<file path="config.mk">
export PLATFORM = sky130hd
export DESIGN_NAME = host_port_arbiter
export DESIGN_NICKNAME = d
export VERILOG_FILES = /design/src/rtl/host_if_pkg.sv /design/src/rtl/path_rr_fsm.sv /design/src/rtl/host_port_arbiter.sv
export SDC_FILE = /design/constraint.sdc
export NUM_CORES = 1
export LEC_CHECK = 0
export ABC_AREA = 1
export CORE_AREA = 2 2 389 391
export CTS_CLUSTER_SIZE = 40
export DETAILED_ROUTE_END_ITERATION = 10
export DIE_AREA = 0 0 391 393
export SLEW_MARGIN = 30
export SYNTH_ARGS = -nofsm -noshare
export SYNTH_HDL_FRONTEND = slang
export SYNTH_HIERARCHICAL = 1
export SYNTH_SLANG_ARGS = --single-unit
</file>
<file path="constraint.sdc">
create_clock -name clk -period 1.4 [get_ports clk]
set_input_delay 0.21 -clock clk [delete_from_list [all_inputs] [get_ports clk]]
set_output_delay 0.21 -clock clk [all_outputs]
set_load 0.01 [all_outputs]
</file>
<file path="src/rtl/host_if_pkg.sv">
`default_nettype none
// ============================================================================
//  Module   : host_if_pkg
//  Purpose  : Shared definitions for the host memory channel arbiter:
//             path FSM state encoding and default bus widths.
//  Revision : 1.0 - initial release
// ============================================================================
package host_if_pkg;

    // Default address/size width and data width of the host channel
    localparam int ADDR_WID_DEF = 64;
    localparam int DATA_WID_DEF = 32;

    // Per-path arbitration state
    typedef enum logic [1:0] {
        ST_IDLE = 2'd0,
        ST_OWN0 = 2'd1,
        ST_OWN1 = 2'd2,
        ST_GAP  = 2'd3
    } path_state_t;

endpackage : host_if_pkg
`default_nettype wire

</file>
<file path="src/rtl/path_rr_fsm.sv">
`default_nettype none
// ============================================================================
//  Module   : path_rr_fsm
//  Purpose  : Two-client round-robin burst arbiter for one channel path.
//             A grant is held for as long as the owner keeps its request
//             high. It is followed by one mandatory idle (GAP) cycle.
//  Revision : 1.0 - initial release
// ============================================================================
module path_rr_fsm
    import host_if_pkg::*;
(
    input  logic       clk,
    input  logic       reset_n,
    input  logic [1:0] req,
    output logic [1:0] grant,
    output logic       gap
);

    path_state_t state;
    // last = client that most recently finished a burst; a tie goes to the other
    logic        last;

    // Arbitration FSM with registered one-hot grant and gap flag
    always_ff @(posedge clk or negedge reset_n) begin
        if (!reset_n) begin
            state <= ST_IDLE;
            last  <= 1'b1;
            grant <= 2'b00;
            gap   <= 1'b0;
        end else begin
            case (state)
                ST_IDLE: begin
                    if (req[0] && (!req[1] || last)) begin
                        state <= ST_OWN0;
                        grant <= 2'b01;
                    end else if (req[1]) begin
                        state <= ST_OWN1;
                        grant <= 2'b10;
                    end
                end
                ST_OWN0: begin
                    if (!req[0]) begin
                        state <= ST_GAP;
                        last  <= 1'b0;
                        grant <= 2'b00;
                        gap   <= 1'b1;
                    end
                end
                ST_OWN1: begin
                    if (!req[1]) begin
                        state <= ST_GAP;
                        last  <= 1'b1;
                        grant <= 2'b00;
                        gap   <= 1'b1;
                    end
                end
                ST_GAP: begin
                    state <= ST_IDLE;
                    gap   <= 1'b0;
                end
                default: begin
                    state <= ST_IDLE;
                    grant <= 2'b00;
                    gap   <= 1'b0;
                end
            endcase
        end
    end

endmodule : path_rr_fsm
`default_nettype wire

</file>
<file path="src/rtl/host_port_arbiter.sv">
`default_nettype none
// ============================================================================
//  Module   : host_port_arbiter
//  Purpose  : Shares one host memory channel between two accelerator
//             wrappers. The read and write paths are arbitrated
//             independently, one burst at a time. Grants are registered, and
//             the request, data and ready signals are muxed combinationally
//             from the grant.
//  Revision : 1.0 - initial release
// ============================================================================
module host_port_arbiter
    import host_if_pkg::*;
#(
    parameter int ADDR_WID = ADDR_WID_DEF,
    parameter int DATA_WID = DATA_WID_DEF
) (
    input  logic                clk,
    input  logic                reset_n,
    // client 0
    input  logic                c0_read_enable,
    input  logic [ADDR_WID-1:0] c0_read_addr,
    input  logic [ADDR_WID-1:0] c0_read_size,
    input  logic                c0_finish_read,
    output logic                c0_read_ready,
    output logic [DATA_WID-1:0] c0_read_data,
    input  logic                c0_write_enable,
    input  logic [ADDR_WID-1:0] c0_write_addr,
    input  logic [ADDR_WID-1:0] c0_write_size,
    input  logic [DATA_WID-1:0] c0_write_data,
    input  logic                c0_finish_write,
    output logic                c0_write_ready,
    input  logic                c0_done,
    // client 1
    input  logic                c1_read_enable,
    input  logic [ADDR_WID-1:0] c1_read_addr,
    input  logic [ADDR_WID-1:0] c1_read_size,
    input  logic                c1_finish_read,
    output logic                c1_read_ready,
    output logic [DATA_WID-1:0] c1_read_data,
    input  logic                c1_write_enable,
    input  logic [ADDR_WID-1:0] c1_write_addr,
    input  logic [ADDR_WID-1:0] c1_write_size,
    input  logic [DATA_WID-1:0] c1_write_data,
    input  logic                c1_finish_write,
    output logic                c1_write_ready,
    input  logic                c1_done,
    // host side
    output logic                read_enable,
    output logic [ADDR_WID-1:0] read_addr,
    output logic [ADDR_WID-1:0] read_size_output,
    output logic                finish_read,
    input  logic                read_ready,
    input  logic [DATA_WID-1:0] read_data,
    output logic                write_enable,
    output logic [ADDR_WID-1:0] write_addr,
    output logic [ADDR_WID-1:0] write_size,
    output logic [DATA_WID-1:0] write_data,
    output logic                finish_write,
    input  logic                write_ready,
    // status
    output logic                done,
    output logic [1:0]          rd_grant,
    output logic [1:0]          wr_grant
);

    logic       rd_gap;
    logic       wr_gap;
    logic [1:0] rd_own;
    logic [1:0] wr_own;
    logic       seen0;
    logic       seen1;

    path_rr_fsm u_rd_fsm (
        .clk     (clk),
        .reset_n (reset_n),
        .req     ({c1_read_enable, c0_read_enable}),
        .grant   (rd_grant),
        .gap     (rd_gap)
    );

    path_rr_fsm u_wr_fsm (
        .clk     (clk),
        .reset_n (reset_n),
        .req     ({c1_write_enable, c0_write_enable}),
        .grant   (wr_grant),
        .gap     (wr_gap)
    );

    // The grant is already zero in GAP; masking with gap keeps the host
    // side quiet even if a grant bit were ever to linger.
    assign rd_own = rd_grant & {2{~rd_gap}};
    assign wr_own = wr_grant & {2{~wr_gap}};

    // Read path: host request from the owner, ready gated back to the owner only
    always_comb begin
        read_enable      = 1'b0;
        read_addr        = '0;
        read_size_output = '0;
        finish_read      = 1'b0;
        if (rd_own[0]) begin
            read_enable      = c0_read_enable;
            read_addr        = c0_read_addr;
            read_size_output = c0_read_size;
            finish_read      = c0_finish_read;
        end else if (rd_own[1]) begin
            read_enable      = c1_read_enable;
            read_addr        = c1_read_addr;
            read_size_output = c1_read_size;
            finish_read      = c1_finish_read;
        end
    end

    assign c0_read_ready = read_ready & rd_own[0];
    assign c1_read_ready = read_ready & rd_own[1];
    // Read data is broadcast; only the owner sees ready, so only it consumes.
    assign c0_read_data  = read_data;
    assign c1_read_data  = read_data;

    // Write path: host request and data from the owner
    always_comb begin
        write_enable = 1'b0;
        write_addr   = '0;
        write_size   = '0;
        write_data   = '0;
        finish_write = 1'b0;
        if (wr_own[0]) begin
            write_enable = c0_write_enable;
            write_addr   = c0_write_addr;
            write_size   = c0_write_size;
            write_data   = c0_write_data;
            finish_write = c0_finish_write;
        end else if (wr_own[1]) begin
            write_enable = c1_write_enable;
            write_addr   = c1_write_addr;
            write_size   = c1_write_size;
            write_data   = c1_write_data;
            finish_write = c1_finish_write;
        end
    end

    assign c0_write_ready = write_ready & wr_own[0];
    assign c1_write_ready = write_ready & wr_own[1];

    // Sticky per-client completion flags, cleared only by reset
    always_ff @(posedge clk or negedge reset_n) begin
        if (!reset_n) begin
            seen0 <= 1'b0;
            seen1 <= 1'b0;
        end else begin
            seen0 <= seen0 | c0_done;
            seen1 <= seen1 | c1_done;
        end
    end

    assign done = seen0 & seen1;

endmodule : host_port_arbiter
`default_nettype wire

</file>
==> results of run 1 <==
[cell usage after synthesis (all sizes together)]
cell / number / area share [%]
a21oi: 4 / 0.27
buf: 142 / 12
clkbuf: 17 / 0.87
dfrtp: 12 / 4.1
dfstp: 2 / 0.71
ha: 10 / 1.7
inv: 313 / 16
nand2: 927 / 47
nand3: 10 / 0.68
nor2: 304 / 16
nor3: 4 / 0.27
o21ai: 4 / 0.27
or2: 2 / 0.17
[power groups by stage]
| stage | Combinational, mW | Clock, mW | Sequential [mW] |
|---|---|---|---|
| final | 23.8 | 0.756 | 0.813 |
| after global routing | 25.4 | 0.810 | 0.848 |
| after CTS | 23.4 | 0.811 | 0.805 |
| after detailed placement | 20.5 | 0 | 0.800 |
| after global placement | 20.5 | 0 | 0.790 |
| after floorplan | 7.01 | 0 | 0.751 |
[state kept, by name, indices dropped and copies added (netlist names)]
register and count:
u_rd_fsm/grant 2, u_rd_fsm/state 2, u_wr_fsm/grant 2, u_wr_fsm/state 2
seen0 1, seen1 1, u_rd_fsm/gap 1, u_rd_fsm/last 1
u_wr_fsm/gap 1, u_wr_fsm/last 1
[path summary, 6_finish.rpt]
kind / start / endpoint / slack [ns] / depth (start not counted)
min: reset_n / u_rd_fsm/state[1]$_DFFE_PN0P_ / 0.28 / 2
min reg2reg: seen0$_DFF_PN0_ / seen0$_DFF_PN0_ / 0.47 / 1
min in group clk: read_data[4] / c1_read_data[4] / 0.42 / 0
max: u_wr_fsm/grant[0]$_DFFE_PN0P_ / write_size[27] / -0.66 / 9
max in group asynchronous: reset_n / u_wr_fsm/last$_DFFE_PN1P_ / 0.87 / 2
max reg2reg: u_rd_fsm/state[1]$_DFFE_PN0P_ / u_rd_fsm/gap$_DFFE_PN0P_ / 0.09 / 5
[cells by family after synthesis]
family,after synthesis,synth area share (%)
AO/OA/AOI/OAI,8,0.544
adder cells (fa/ha/maj),10,1.70
buffers and inverters,472,28.5
flip-flops,14,4.79
AND/OR/NAND/NOR,1247,64.4
[final cells by class]
type / count / area, um2
fillers: 17200 / 127000
diodes: 13 / 32.5
repair buffers: 1052 / 12000
inverters: 313 / 1180
multi-input cells: 1265 / 5800
well taps: 1944 / 2430
flip-flops and latches: 14 / 363
clock buffers: 4 / 88.8
[worst reg2reg max path: cells and delay by family, from the launching register on]
family	cells	cell delay, ns
and+or+nand+nor	2	0.28
buffers and inverters	1	0.09
AOI/OAI and AO/OA	1	0.21
adders and majority gates	1	0.21
DFF	1	0.44
[metal layers]
metal  share of wire (%)  GRT usage, %  vias up
li1                    -             -     6650
met1                  41          14.9     6200
met2                  44          18.6      825
met3                  12          5.22      123
met4                 2.3          2.23       36
met5                0.23             0        -
[repair_timing]
action                     in CTS  in global routing
pin swaps                      56                 36
setup endpoints to repair     299                302
buffers inserted               37                  4
cloned                         25                  4
gates resized for setup       674                213
[per-stage QoR]
step                      area, um2  setup WS, ns  TNS [ns]  std cells
final                         21900        -0.661   -159.80       4605
after global routing          21900        -0.704   -178.35       4597
after CTS                     21400        -0.656   -170.89       4585
after detailed placement      19700        -0.671   -140.41       4519
after global placement        19700        -0.784   -137.65       4519
after floorplan                7380       -0.0335     -3.98       1751
==> out/results.ini, run 1 <==
[min_path]
min_path_type = primary input to asynchronous set/reset pin

[clock_network]
h-tree-depth = 1
root_buffer = clkbuf_16
hold_buffers = 0
cts_tree = yes
clk_pin_slew_ns = 0.08
cts_sinks = 14
numCtsBuffers = 3
cts_buffer_depth = 2
clkLatencyLatePin_ns = 0.28

[power]
power.density_nw_per_um2 = 1160
p_total_mw = 25.4
seqPwrFrac_pct = 3.2
p_switching_mw = 13.0
p_leak_nw = 11.0
intPower_mw = 12.4
clockPowerShare_pct = 3.0
switching_share_pct = 51.1
p_comb_share_pct = 93.8
vdd_drop_max_mv = 0.613

[layout]
final_common_cell = nand2_1
layout-drive-gt1-share_pct = 23.5
syn_to_final_growth_pct = 198
final_core_util_pct = 14.7
final_cell_mix = nand2_1, clkdlybuf4s50_1, inv_1, nor2_1, nand2_2
nets = 3281

[critical_path]
start_kind = flip-flop
path_max_fanout = 10
endpoint_kind = output pin
path_buf_inv = 6
crit_chain = inv_4 > nor2_4 > buf_12 > buf_16 > buf_12 > buf_16 > nand2_1 > nand2_2 > buf_12
cpMostUsedCell = buf_12
cp.arrival_ns = 1.85
critPathTopFamily = buffers and inverters
worstPathRequired_ns = 1.19
max_stage_delay_ns = 0.53
cp_slowest_cell = dfrtp_4
crit_type = flip-flop to output pin

[synthesis]
syn_area_um2 = 7370
synth_cell_type_count = 19
ys_warn_count = 6
synth-seq-cells = 14
synthCells = 1751
yosysSeqAreaShare_pct = 4.79
syn_nets = 2383
syn_area_per_cell_um2 = 4.21

[grt]
antenna_found_initial = 38
grt.total_usage_pct = 11.8
overflow = 0
grt_max_degree = 56
grt_pass1_wl_um = 121000
grt_pass1_vias = 13100

[sta]
rsz0062_at_grt = true
skew_ns = 0.00121
min_period_over_period_pct = 147
tightest_slew_ns = 0.368
hold_viol = 0
holdWs_ns = 0.279
min_period_ns = 2.06
max_clock_freq_ghz = 0.485
finalSetupViolations = 299
maxSlewViolCount = 0
layout_setup_ws_ns = -0.661
slew_headroom_pct = 75.4

[status]
violations = setup timing
status = finished with violations

[floorplan]
floorplan.initialDensity_pct = 4.94
core_um2 = 149000
dieArea_um2 = 154000
pin_count = 987
die_width_um = 391
dieHeight_um = 393
rows = 142

[drt]
wire_per_inst_um = 21.2
totalWireLength_um = 97800
dr.pass1.iters = 7
vias = 13800
antenna_left = 0
drc = 0
drt_iter0_drc = 1053
viasPerCell = 3.00

[placed_design]
portBuffers = 890
gp_congestion = 0.954
place.detailed.hpwl_um = 81100

[run]
cap_violations = 0

No activity file was read; power rests on OpenSTA's default activity.
==> run 2, diff against run 1 <==
--- a/config.mk
+++ b/config.mk
@@ -6,10 +6,11 @@
 export NUM_CORES = 1
 export LEC_CHECK = 0
 export ABC_AREA = 1
-export CORE_AREA = 2 2 389 391
+export CORE_AREA = 2 2 385 387
 export CTS_CLUSTER_SIZE = 40
 export DETAILED_ROUTE_END_ITERATION = 10
-export DIE_AREA = 0 0 391 393
+export DIE_AREA = 0 0 387 389
+export DONT_BUFFER_PORTS = 1
 export SLEW_MARGIN = 30
 export SYNTH_ARGS = -nofsm -noshare
 export SYNTH_HDL_FRONTEND = slang
==> run 2 against run 1 <==
The flow still finishes with violations (setup timing). Flip-flop and latch count stayed put. Highest routed layer unchanged. Register-to-register slack better by 0.05 ns. Die area is 2.0% lower. Critical path type unchanged.
==> out/results.ini, run 2 (synthesis gave the netlist of run 1 again) <==
[clock_network]
cts_buffer_depth = 2  ; unchanged
numCtsBuffers = 3  ; unchanged
clk_pin_slew_ns = 0.07  ; about the same
h-tree-depth = 1  ; unchanged
cts_tree = yes
clkLatencyLatePin_ns = 0.27  ; about the same
root_buffer = clkbuf_16
cts_sinks = 14  ; unchanged

[power]
vdd_drop_max_mv = 0.883  ; +44%
intPower_mw = 9.59  ; -23%
switching_share_pct = 56.5  ; +5.4 points
p_switching_mw = 12.5  ; -4.1%
p_leak_nw = 7.37  ; -33%
seqPwrFrac_pct = 3.7  ; +0.5 points
p_comb_share_pct = 93.0  ; -0.8 points
clockPowerShare_pct = 3.4  ; +0.4 points
p_total_mw = 22.0  ; -13%
power.density_nw_per_um2 = 1520  ; +31%

[critical_path]
start_kind = flip-flop
crit_start = u_rd_fsm/grant[0]$_DFFE_PN0P_
r2r_end = u_rd_fsm/grant[0]$_DFFE_PN0P_
endpoint_kind = output pin
worstPathRequired_ns = 1.19  ; about the same
rr_startpoint = u_rd_fsm/state[0]$_DFFE_PN0P_
rr_worst_depth = 6  ; +1
path_max_fanout = 18  ; +8
cp.arrival_ns = 1.68  ; -0.17 ns
rrSetupSlack_ns = 0.14  ; +0.05 ns
crit_type = flip-flop to output pin

[grt]
grt_max_degree = 56  ; unchanged
overflow = 0  ; unchanged
grt_pass1_vias = 9542  ; -27%
grt.total_usage_pct = 10.9  ; -0.89 points
antenna_found_initial = 51  ; +34%
grt_pass1_wl_um = 106000  ; -12%

[placed_design]
placed_cell_area_um2 = 12400  ; -37%
place.detailed.hpwl_um = 79800  ; -1.7%
place_ws_ns = -0.272  ; +0.399 ns
dp_cells = 3730  ; -17%
gp_congestion = 1.10  ; +15%
portBuffers = 0  ; -100%

[layout]
layout-drive-gt1-share_pct = 30.0  ; +6.4 points
syn_to_final_growth_pct = 97.3
final_core_util_pct = 9.91  ; -4.8 points
final_cell_mix = nand2_1, inv_1, nor2_1, nand2_2, buf_12
final_common_cell = nand2_1
design_area_um2 = 14500  ; -34%
instances_no_fill = 3810  ; -17%
nets = 2482  ; -24%

[drt]
drc = 0  ; unchanged
dr.pass1.iters = 7  ; unchanged
totalWireLength_um = 92300  ; -5.7%
drt_iter0_drc = 964  ; -8.5%
wire_per_inst_um = 24.2  ; +14%
viasPerCell = 2.94  ; -2.0%
antenna_left = 0  ; unchanged
vias = 11200  ; -19%

[sta]
min_period_ns = 1.89  ; -0.172 ns
layout_setup_ws_ns = -0.489  ; +0.172 ns
tightest_slew_ns = 0.327  ; -0.0411 ns
hold_viol = 0  ; unchanged
holdWs_ns = 0.0292  ; -0.250 ns
rsz0062_at_grt = true
setup_tns_ns = -117.63  ; +42.17 ns
maxSlewViolCount = 0  ; unchanged
min_period_over_period_pct = 135  ; -12 points
skew_ns = 0.000838  ; -0.000372 ns
max_clock_freq_ghz = 0.529  ; +9.1%
finalSetupViolations = 296  ; -1.0%
slew_headroom_pct = 78.1  ; +2.8 points

[min_path]
min_path_type = primary input to flip-flop
hold_depth = 1
min_to = seen0$_DFF_PN0_
min_from = c0_done

[floorplan]
pin_count = 987  ; unchanged
dieArea_um2 = 151000  ; -2.0%
rows = 141  ; -0.70%
core_um2 = 147000  ; -1.8%
floorplan.initialDensity_pct = 5.02  ; +0.089 points
die_width_um = 387  ; -1.0%
dieHeight_um = 389  ; -1.0%

[status]
violations = setup timing
status = finished with violations

[run]
cap_violations = 0  ; unchanged

## run 2: cell type report
class	instances	area, um2
Inverter	313	1180
Timing Repair Buffer	253	4490
Multi-Input combinational cell	1265	5920
Fill cell	17300	132000
Tap cell	1930	2410
Clock buffer	4	88.8
Sequential cell	14	363
Antenna cell	31	77.6
## run 2: timing repair
action,in CTS,in global routing
pin swaps,12,46
hold endpoints to repair,14,0
hold buffers,2,0
buffers inserted,8,12
gates cloned,4,21
gates resized for setup,174,219
endpoints found under the setup margin,297,297
## run 2: routing by layer
| layer | GRT usage [%] | vias up | part of all wire [%] |
|---|---|---|---|
| li1 | - | 5055 | - |
| met1 | 13.5 | 5102 | 42 |
| met2 | 16.1 | 871 | 42 |
| met3 | 5.43 | 161 | 12 |
| met4 | 3.92 | 30 | 4.2 |
| met5 | 1.31 | - | 0.50 |
## run 2: worst max-delay path by stage
stage	end	slack, ns	cells after the start
after global placement	read_size_output[1]	-0.28	5
final	read_size_output[24]	-0.49	7
after global routing	read_addr[54]	-0.54	5
after detailed placement	read_size_output[1]	-0.27	5
after floorplan	write_addr[10]	-0.03	7
after CTS	write_addr[59]	-0.48	7
## run 2: power by group through the flow
stage               sequential (mW)  combinational, mW  clock (mW)
finish                        0.812               20.5       0.738
global route                  0.844               21.7       0.806
CTS                           0.798               18.4       0.789
detailed placement            0.790               17.1           0
global placement              0.786               17.2           0
floorplan                     0.751               7.01           0
## run 2: critical path, stage by stage (launching register included)
cell,delay (ns)
dfrtp_4,0.47
inv_4,0.05
nor2_4,0.12
buf_12,0.19
buf_12,0.15
clkbuf_16,0.19
nand2_1,0.09
nand2_2,0.10
==> run 3, diff against run 2 <==
--- a/config.mk
+++ b/config.mk
@@ -5,11 +5,10 @@
 export SDC_FILE = /design/constraint.sdc
 export NUM_CORES = 1
 export LEC_CHECK = 0
-export ABC_AREA = 1
-export CORE_AREA = 2 2 385 387
+export CORE_AREA = 2 2 386 388
 export CTS_CLUSTER_SIZE = 40
 export DETAILED_ROUTE_END_ITERATION = 10
-export DIE_AREA = 0 0 387 389
+export DIE_AREA = 0 0 388 390
 export DONT_BUFFER_PORTS = 1
 export SLEW_MARGIN = 30
 export SYNTH_ARGS = -nofsm -noshare
==> run 3 against run 2 <==
The flow still finishes with violations (setup timing). Global-route usage rose by 2.9 points. Critical endpoint is now write_addr[30]. Highest routed layer unchanged. Clock skew barely moved. Register-to-register slack got worse by 0.41 ns. Maximum frequency fell by 3.4%. Clock power fell by 3%. Power rose by 2.8%. Utilization fell by 1.9 points. Sequential power rose by 4.7%. Cell area fell by 18%.
==> out/results.ini, run 3 <==
[status]
status = finished with violations
violations = setup timing

[critical_path]
critPathTopFamily = buffers and inverters
rr_worst_depth = 5  ; -1
start_kind = flip-flop
max_stage_delay_ns = 0.46  ; about the same
crit_cells = 6  ; -1
endpoint_kind = output pin
cp_slowest_cell = dfrtp_2
path_buf_inv = 4  ; unchanged
crit_type = flip-flop to output pin
path_max_fanout = 16  ; -2
cpMostUsedCell = buf_12
cp.arrival_ns = 1.75  ; +0.07 ns
crit_chain = nor2b_4 > buf_12 > buf_12 > buf_12 > buf_12 > a32o_2
worstPathRequired_ns = 1.19  ; about the same

[synthesis]
synth-edff-count = 0  ; unchanged
async_flop_share_pct = 100  ; unchanged
yosysSeqAreaShare_pct = 7.23  ; +2.4 points
ys_top_cells_by_area = a32o_1, buf_4, dfrtp_1, buf_6, buf_2
syn_area_per_cell_um2 = 9.10  ; +120%
synthTopCellsByCount = a32o_1, buf_4, buf_2, buf_6, clkbuf_1
yosysMostFrequentCell = a32o_1
synthCells = 536  ; -69%
ys_warn_count = 6  ; unchanged
syn_nets = 1168  ; -51%
synth_top_area_cell = a32o_1
synthFlopType = dfrtp_1
synth_cell_type_count = 28  ; +9
syn_area_um2 = 4880  ; -34%
synth-seq-cells = 14  ; unchanged
synth_top_area_share_pct = 60.3  ; +13 points

[sta]
slew_headroom_pct = 76.7  ; -1.5 points
hold_viol = 0  ; unchanged
finalSetupViolations = 305  ; +3.0%
layout_setup_ws_ns = -0.556  ; -0.0670 ns
holdWs_ns = 0.0344  ; +0.00516 ns
min_period_ns = 1.96  ; +0.0670 ns
maxSlewViolCount = 0  ; unchanged
tightest_slew_ns = 0.352  ; +0.0253 ns
min_period_over_period_pct = 140  ; +4.8 points
rsz0062_at_grt = true
max_clock_freq_ghz = 0.511  ; -3.4%
skew_ns = 0.000980  ; +0.000142 ns
setup_tns_ns = -141.01  ; -23.38 ns

[grt]
grt.total_usage_pct = 13.8  ; +2.9 points
grt_pass1_vias = 6872  ; -28%
antenna_found_initial = 185  ; +260%
grt_pass1_wl_um = 126000  ; +18%
met1_usage_pct = 10.8  ; -2.7 points
met2_usage_pct = 24.0  ; +8.0 points
overflow = 0  ; unchanged
grt_max_degree = 41  ; -27%
gr-usage-met3_pct = 12.1  ; +6.7 points
grt_busiest_layer = met2

[min_path]
hold_depth = 1  ; unchanged
min_path_type = primary input to flip-flop

[clock_network]
cts_buffer_depth = 2  ; unchanged
root_buffer = clkbuf_16
numCtsBuffers = 3  ; unchanged
clk_pin_slew_ns = 0.07  ; about the same
cts_sinks = 14  ; unchanged
clkLatencyLatePin_ns = 0.28  ; about the same
cts_tree = yes
h-tree-depth = 1  ; unchanged

[drt]
viasPerCell = 3.07  ; +4.2%
drt_iter0_drc = 805  ; -16%
dr.pass1.iters = 6  ; -1
antenna_left = 0  ; unchanged
vias = 8270  ; -26%
wire_per_inst_um = 42.2  ; +74%
drc = 0  ; unchanged
totalWireLength_um = 114000  ; +23%

[power]
p_leak_nw = 4.92  ; -33%
p_total_mw = 22.7  ; +2.8%
vdd_drop_max_mv = 0.572  ; -35%
power.density_nw_per_um2 = 1910  ; +26%

[layout]
layout-drive-gt1-share_pct = 90.5  ; +61 points
syn_to_final_growth_pct = 143
nets = 1306  ; -47%
final_common_cell = a32o_2
final_cell_mix = a32o_2, buf_12, buf_6, buf_4, a32o_1
design_area_um2 = 11900  ; -18%

[floorplan]
pin_count = 987  ; unchanged
dieHeight_um = 390  ; +0.26%
dieArea_um2 = 151000  ; +0.52%
floorplan.initialDensity_pct = 3.31  ; -1.7 points
core_um2 = 147000  ; +0.36%
die_width_um = 388  ; +0.26%
rows = 141  ; unchanged

[placed_design]
portBuffers = 0  ; unchanged
place.detailed.hpwl_um = 99000  ; +24%
placed_cell_area_um2 = 9450  ; -24%
gp_congestion = 1.15  ; +4.8%

[run]
cap_violations = 0  ; unchanged

-- run 3: cell type report --
class / instances / area (um2)
Multi-Input combinational cell: 355 / 3980
Tap cell: 1930 / 2410
Inverter: 7 / 33.8
Sequential cell: 14 / 362
Antenna cell: 92 / 230
Timing Repair Buffer: 293 / 4750
Fill cell: 17100 / 135000
Clock buffer: 4 / 88.8
-- run 3: cells by family after synthesis --
kind of cell / synth area share (%)
adder cells (fa/ha/maj): 2.57
buffers and inverters: 22.9
AND/OR/NAND/NOR: 3.28
AO/OA/AOI/OAI: 62.8
multiplexers: 1.28
flip-flops: 7.23
-- run 3: what timing repair did --
| action | 4_1_cts | 5_1_grt |
|---|---|---|
| setup buffers | 22 | 29 |
| hold buffers | 2 | 0 |
| cloned | 18 | 12 |
| gates resized for setup | 159 | 181 |
| pin swaps | 37 | 63 |
| endpoints found under the setup margin | 305 | 306 |
| endpoints found under the hold margin | 14 | 0 |
-- run 3: per-stage QoR --
step / util (%) / std cells / setup slack, ns
6_report: 8.06 / 2695 / -0.556
5_1_grt: 8.00 / 2662 / -0.615
4_1_cts: 7.26 / 2567 / -0.589
3_5_place_dp: 6.42 / 2521 / -0.338
3_3_place_gp: 6.42 / 2521 / -0.302
2_1_floorplan: - / 536 / -0.137
-- run 3: layer usage --
layer  wire length [um]  share of wire, %
met5               1010              0.89
met4               5860               5.2
met3              22000                19
met2              55700                49
met1              29200                26
-- run 3: worst paths after layout --
check	slack, ns	endpoint	startpoint
max	-0.56	write_addr[30]	u_wr_fsm/gap$_DFFE_PN0P_
min	0.03	seen0$_DFF_PN0_	c0_done
max reg2reg	-0.27	u_wr_fsm/grant[1]$_DFFE_PN0P_	u_wr_fsm/state[0]$_DFFE_PN0P_
min reg2reg	0.46	seen0$_DFF_PN0_	seen0$_DFF_PN0_
max in group asynchronous	0.76	u_rd_fsm/last$_DFFE_PN1P_	reset_n
min in group asynchronous	0.36	u_wr_fsm/grant[1]$_DFFE_PN0P_	reset_n
-- run 3: power breakdown --
part | internal [mW] | total (mW) | leakage (nW) | switching (mW)
registers | 0.622 | 0.850 | 0.155 | 0.228
logic | 10.3 | 21.1 | 4.72 | 10.7
clock network | 0.439 | 0.719 | 0.0447 | 0.280
total | 11.4 | 22.7 | 4.92 | 11.2
-- run 3: worst reg2reg max path, stage by stage, from the launching register on --
cell     delay, ns
dfrtp_2       0.41
inv_2         0.08
ha_4          0.16
a22o_4        0.27
or3_4         0.42
a32o_1        0.22
